===== config.mk =====
export PLATFORM = sky130hd
export DESIGN_NAME = stream_avg
export DESIGN_NICKNAME = d
export VERILOG_FILES = /design/src/rtl/stream_avg.sv
export SDC_FILE = /design/constraint.sdc
export NUM_CORES = 1
export LEC_CHECK = 0
export CAP_MARGIN = 20
export CORE_MARGIN = 2
export CORE_UTILIZATION = 35
export DETAILED_ROUTE_END_ITERATION = 6
export PLACE_DENSITY = 0.61
export SLEW_MARGIN = 40
export SYNTH_ARGS = -nofsm -noshare
export SYNTH_HDL_FRONTEND = slang
export SYNTH_SLANG_ARGS = --single-unit

===== constraint.sdc =====
create_clock -name clk -period 4.5 [get_ports clk]
set_input_delay 0.9 -clock clk [delete_from_list [all_inputs] [get_ports clk]]
set_output_delay 0.9 -clock clk [all_outputs]
set_load 0.02 [all_outputs]

===== src/rtl/stream_avg.sv =====
// rtl/stream_avg.sv - N-sample window averager with held result register; define AVG_ROUND_EN for round-half-up output
module stream_avg #(
    parameter int WIDTH = 5,
    parameter int LOG2N = 2
) (
    input  logic             clk,
    input  logic             rst_n,
    input  logic             in_vld,
    input  logic [WIDTH-1:0] in_data,
    input  logic             in_ovflw,
    input  logic             clr,
    output logic             out_vld,
    input  logic             out_rdy,
    output logic [WIDTH-1:0] out_avg,
    output logic             out_ovf,
    output logic             out_lost,
    output logic             busy
);

    localparam int AW = WIDTH + LOG2N;

    typedef enum logic {IDLE, ACC} state_t;

    state_t           state;
    state_t           state_nxt;
    logic [AW-1:0]    acc;
    logic [LOG2N-1:0] cnt;
    logic             win_ovf;
    logic             last;
    logic             done;
    logic [AW-1:0]    sum;
    logic [AW-1:0]    rsum;

    assign sum  = acc + {{LOG2N{1'b0}}, in_data};
    assign last = (cnt == {LOG2N{1'b1}});

`ifdef AVG_ROUND_EN
    localparam logic [AW-1:0] HALF = AW'(1) << (LOG2N - 1);
    // Max sum plus half an LSB still stays below N*2^WIDTH, so no carry out
    assign rsum = sum + HALF;
`else
    assign rsum = sum;
`endif

    always_ff @(posedge clk) begin
        if (!rst_n) begin
            state <= IDLE;
        end else begin
            state <= state_nxt;
        end
    end

    always_comb begin
        state_nxt = state;
        if (clr) begin
            state_nxt = IDLE;
        end else if (in_vld) begin
            case (state)
                IDLE:    state_nxt = ACC;
                ACC:     state_nxt = last ? IDLE : ACC;
                default: state_nxt = IDLE;
            endcase
        end
    end

    always_comb begin
        busy = (state == ACC);
        done = (state == ACC) && in_vld && last && !clr;
    end

    always_ff @(posedge clk) begin
        if (!rst_n) begin
            acc      <= '0;
            cnt      <= '0;
            win_ovf  <= 1'b0;
            out_vld  <= 1'b0;
            out_avg  <= '0;
            out_ovf  <= 1'b0;
            out_lost <= 1'b0;
        end else begin
            if (clr) begin
                acc     <= '0;
                cnt     <= '0;
                win_ovf <= 1'b0;
            end else if (in_vld) begin
                if (state == IDLE) begin
                    acc     <= {{LOG2N{1'b0}}, in_data};
                    cnt     <= LOG2N'(1);
                    win_ovf <= in_ovflw;
                end else if (last) begin
                    acc     <= '0;
                    cnt     <= '0;
                    win_ovf <= 1'b0;
                end else begin
                    acc     <= sum;
                    cnt     <= cnt + LOG2N'(1);
                    win_ovf <= win_ovf | in_ovflw;
                end
            end

            // A fresh result always wins the output register; an unaccepted one is reported lost
            if (done) begin
                out_avg <= rsum[AW-1:LOG2N];
                out_ovf <= win_ovf | in_ovflw;
                out_vld <= 1'b1;
                if (out_vld && !out_rdy) begin
                    out_lost <= 1'b1;
                end
            end else if (out_rdy) begin
                out_vld <= 1'b0;
            end
        end
    end

endmodule


# Word-level counts from Yosys, hierarchy flattened

Cells that the tools add are included.

Bits in registers: 19
Input port bits: 11
Output and inout bits: 9
Logic and storage cells: 33

Add/sub/neg operators: 2
Equality and inequality tests: 1
Mux-type cells: 10
Bitwise logic cells: 3
Reduce and logical (&&, ||, !) cells: 9

Operators by type and width:

| operator                                                       | number |
|---|---|
| 7-bit two-way mux                                              | 2 |
| 7-bit by 5-bit adder with 7-bit output                         | 1 |
| 1-bit two-way mux                                              | 5 |
| 1-bit logical AND                                              | 4 |
| 2-bit two-way mux                                              | 2 |
| 2-bit by 1-bit adder with 2-bit output (second input constant) | 1 |
| 2-bit equality test (second input constant)                    | 1 |
| 1-bit zero test                                                | 2 |
| 1-bit inverter                                                 | 2 |
| 1-bit one-hot mux with 2 select lines                          | 1 |
| 2-bit AND reduction                                            | 1 |
| 2-bit nonzero test                                             | 1 |
| 2-bit OR reduction                                             | 1 |
| 1-bit bitwise OR                                               | 1 |

# Logic depth before layout (Yosys ltp)

Depth after elaboration: 4
Gate-level depth with buffers: 6
Gate-level depth less buffers: 6

# Least setup slack after synthesis

No wires, ideal clock.

Path kind: input to register
Start: input in_data[0]
End: register out_avg[2]
Library setup time: 0.122 ns
Arrival time: 2.273 ns
Data required time: 4.378 ns
Slack: 2.105 ns
Stages on the path: 6
Buffers on the path: 0
Cells stage by stage: ha_1 > fa_1 > a21o_1 > a21oi_1 > nor4_1 > a311o_1

Cells in the longest elaborated chain, start to end: 1

Ends and longest elaborated chain:

| what                                   | RTL line | text |
|---|---|---|
| from (decl)                            | 9        | `input logic [WIDTH-1:0] in_data,` |
| 7-bit by 5-bit adder with 7-bit output | 34       | `assign sum = acc + {{LOG2N{1'b0}}, in_data};` |
| to (signal assigned)                   | 103      | `out_avg <= rsum[AW-1:LOG2N];` |
| to (decl)                              | 14       | `output logic [WIDTH-1:0] out_avg,` |

No other way between the ends.
A chain may end at the register's enable or synchronous reset.

# Worst setup path after layout

Same ends and word-level chain as after synthesis.

==> impl_metrics.env <==
export IMPL_status="completed"
export IMPL_r2r_start="acc[0]$_SDFFE_PP0P_"
export IMPL_antennaDiodeCount=0
export IMPL_end_kind="flip-flop"
export IMPL_yosys_warnings=0
export IMPL_fin_nets=159
export IMPL_setup_viol=0
export IMPL_mostFrequentLayoutCells="19 x dfxtp_1, 19 x clkdlybuf4s50_1, 12 x nor2_1, 9 x o21ai_0, 7 x a21oi_1"
export IMPL_drt_initial_drc_count=23
export IMPL_reg2reg_setup_slack_ns=2.59
export IMPL_fin_tns_setup_ns=0
export IMPL_reg2reg_depth=6
export IMPL_yosysSeqAreaShare_pct=35.6
export IMPL_grt_use_total_pct=14.1
export IMPL_numCtsBuffers=3
export IMPL_relSlewSlack_pct=49.9
export IMPL_dpl_hpwl_mm=1.61
export IMPL_async_flop_share_pct=0
export IMPL_die_area_um2=3510
export IMPL_post_drt_via_cell_ratio=5.54
export IMPL_worstPathArrival_ns=2.85
export IMPL_clock_fmax_mhz=378
export IMPL_dr_total_vias=958
export IMPL_io_pins=20
export IMPL_syn_inst=124
export IMPL_crit_path_start="in_data[0]"
export IMPL_irDropWorstVdd_v=0.000125
export IMPL_skew_ns=0.00296
export IMPL_area_growth_pct=21.4
export IMPL_place_congestion=0.831
export IMPL_seqCellArea_um2=380
export IMPL_r2r_end="out_avg[2]$_SDFFE_PN0P_"
export IMPL_critPathCapture="out_avg[2]$_SDFFE_PN0P_"
export IMPL_yosys_area_top_type_share_pct=35.6
export IMPL_worstMarginPinSlew_ns=0.750
export IMPL_die_w_um=59.3
export IMPL_synth_edff_count=0
export IMPL_finalHoldViolations=0
export IMPL_grt_max_degree=24
export IMPL_routed_wl_mm=2.16
export IMPL_p_leak_nw=0.502
export IMPL_yosys_top_cells_area="dfxtp_1 36%, ha_1 7.0%, o21ai_0 4.2%"
export IMPL_clk_latency_ns=0.30
export IMPL_dieHeight_um=59.3
export IMPL_fin_crit_sh_pct=58.8
export IMPL_grt_pass1_wl_mm=3.82
export IMPL_required_ns=4.70
export IMPL_clk_pin_slew_ns=0.11
export IMPL_fin_ws_ns=1.86
export IMPL_worstSetupPathType="input port to flip-flop"
export IMPL_first_pass_iters=4
export IMPL_routedWlPerCell_um=12.5
export IMPL_cts_path_max_buffers=2
export IMPL_antenna_found_initial=0
export IMPL_holdBufCountCts=0
export IMPL_path_max_fanout=4
export IMPL_yosysUniqueCellTypes=38
export IMPL_syn_nets=142
export IMPL_period_needed_ns=2.64
export IMPL_netlist_area_um2=1070
export IMPL_coreArea_um2=2980
export IMPL_drive_gt1_share_pct=7.14
export IMPL_overflow=0
export IMPL_hp_class="flip-flop to flip-flop"
export IMPL_rsz0062_at_grt="no"
export IMPL_slew_violations=0
export IMPL_drc=0
export IMPL_ctsResizeCount=0
export IMPL_clock_root_buffer="clkbuf_4"
export IMPL_core_rowCount=20
export IMPL_final_antenna_net_count=0
export IMPL_layout_cells_non_filler=173
export IMPL_startpoint_type="input port"
export IMPL_final_cell_area_um2=1300
export IMPL_synth_seq_cells=19
export IMPL_clock_sinks=19
export IMPL_p_per_area_nw_per_um2=240
export IMPL_fillers=298
export IMPL_syn_area_per_cell_um2=8.62
export IMPL_start_util_pct=35.9
export IMPL_multi_input_area_um2=636
export IMPL_synth_ff_type="dfxtp_1"
export IMPL_htreeDepth=1
export IMPL_dp_cells=169
export IMPL_synth_top_area_cell="dfxtp_1"
export IMPL_pre_cts_ws_ns=1.52
export IMPL_grt_pass1_vias=904
export IMPL_placed_cell_area_um2=1270
export IMPL_cts_tree="built"
export IMPL_drv_cap=0
export IMPL_cts_setup_buffers=0
export IMPL_port_buffers=19
export IMPL_hold_ws_ns=0.475
-- worst min path at each step --
stage / start / end / slack [ns] / cells past startpoint
after floorplan: cnt[0]$_SDFFE_PP0P_ / cnt[0]$_SDFFE_PP0P_ / 0.45 / 1
after CTS: out_lost$_SDFFE_PN0P_ / out_lost$_SDFFE_PN0P_ / 0.48 / 1
after global placement: out_lost$_SDFFE_PN0P_ / out_lost$_SDFFE_PN0P_ / 0.45 / 1
after global routing: out_lost$_SDFFE_PN0P_ / out_lost$_SDFFE_PN0P_ / 0.49 / 1
after detailed placement: out_lost$_SDFFE_PN0P_ / out_lost$_SDFFE_PN0P_ / 0.45 / 1
final: out_lost$_SDFFE_PN0P_ / out_lost$_SDFFE_PN0P_ / 0.47 / 1
-- layout make-up --
| type | count | share of cell area [%] |
|---|---|---|
| Sequential cell | 19 | 29.3 |
| Clock buffer | 3 | 1.74 |
| Multi-Input combinational cell | 92 | 49.0 |
| Tap cell | 33 | 3.18 |
| Inverter | 6 | 1.74 |
| Timing Repair Buffer | 19 | 14.7 |
| Clock inverter | 1 | 0.386 |
-- where the power goes --
group,switching [W],internal [W]
clock network,0.0000562,0.0000332
registers,0.00000366,0.000171
logic,0.0000249,0.0000218
total,0.0000847,0.000226
-- layer usage --
metal | GRT usage [%] | routed length (um)
met2 | 23.1 | 1000
met1 | 17.4 | 1010
met4 | 6.82 | 36
met5 | 0 | 0
met3 | 2.84 | 104
-- metrics by stage --
| stage | util [%] | power, W |
|---|---|---|
| final | 43.6 | 0.000311 |
| after global routing | 43.6 | 0.000326 |
| after CTS | 43.6 | 0.000313 |
| after detailed placement | 42.6 | 0.000226 |
| after global placement | 42.6 | 0.000225 |
| after floorplan | - | 0.000208 |
-- state kept, by name, indices dropped and copies added, names as in the netlist --
signal	cells
acc	7
out_avg	5
cnt	2
busy	1
out_lost	1
out_ovf	1
out_vld	1
win_ovf	1
-- logic make-up (layout without fill, tap and decap cells) --
kind of cell,Yosys count,in the layout,share of synthesized area (%)
DFF,19,19,35.6
buffers and inverters,13,29,4.92
adders and majority gates,7,7,8.90
xor gates and xnor gates,2,2,1.64
AOI/OAI and AO/OA,37,37,23.3
and+or+nand+nor,44,44,23.8
muxes,2,2,1.87
-- cells in the mapped netlist, types with 3 or more instances --
| cell type | instances |
|---|---|
| nor4_1 | 3 |
| clkbuf_1 | 4 |
| buf_2 | 3 |
| nor2_1 | 12 |
| a21oi_1 | 7 |
| nor3_1 | 6 |
| a211oi_1 | 5 |
| dfxtp_1 | 19 |
| nand2b_1 | 6 |
| and3_2 | 3 |
| o21ai_0 | 9 |
| ha_1 | 6 |
| nand2_1 | 3 |
| inv_1 | 6 |
-- worst max-delay path, stage by stage --
cell,delay (ns)
clkdlybuf4s50_1,0.43
ha_1,0.25
fa_1,0.41
a21o_1,0.19
a21oi_1,0.27
nor4_1,0.08
a311o_1,0.32
(Power assumes the default switching activity.)
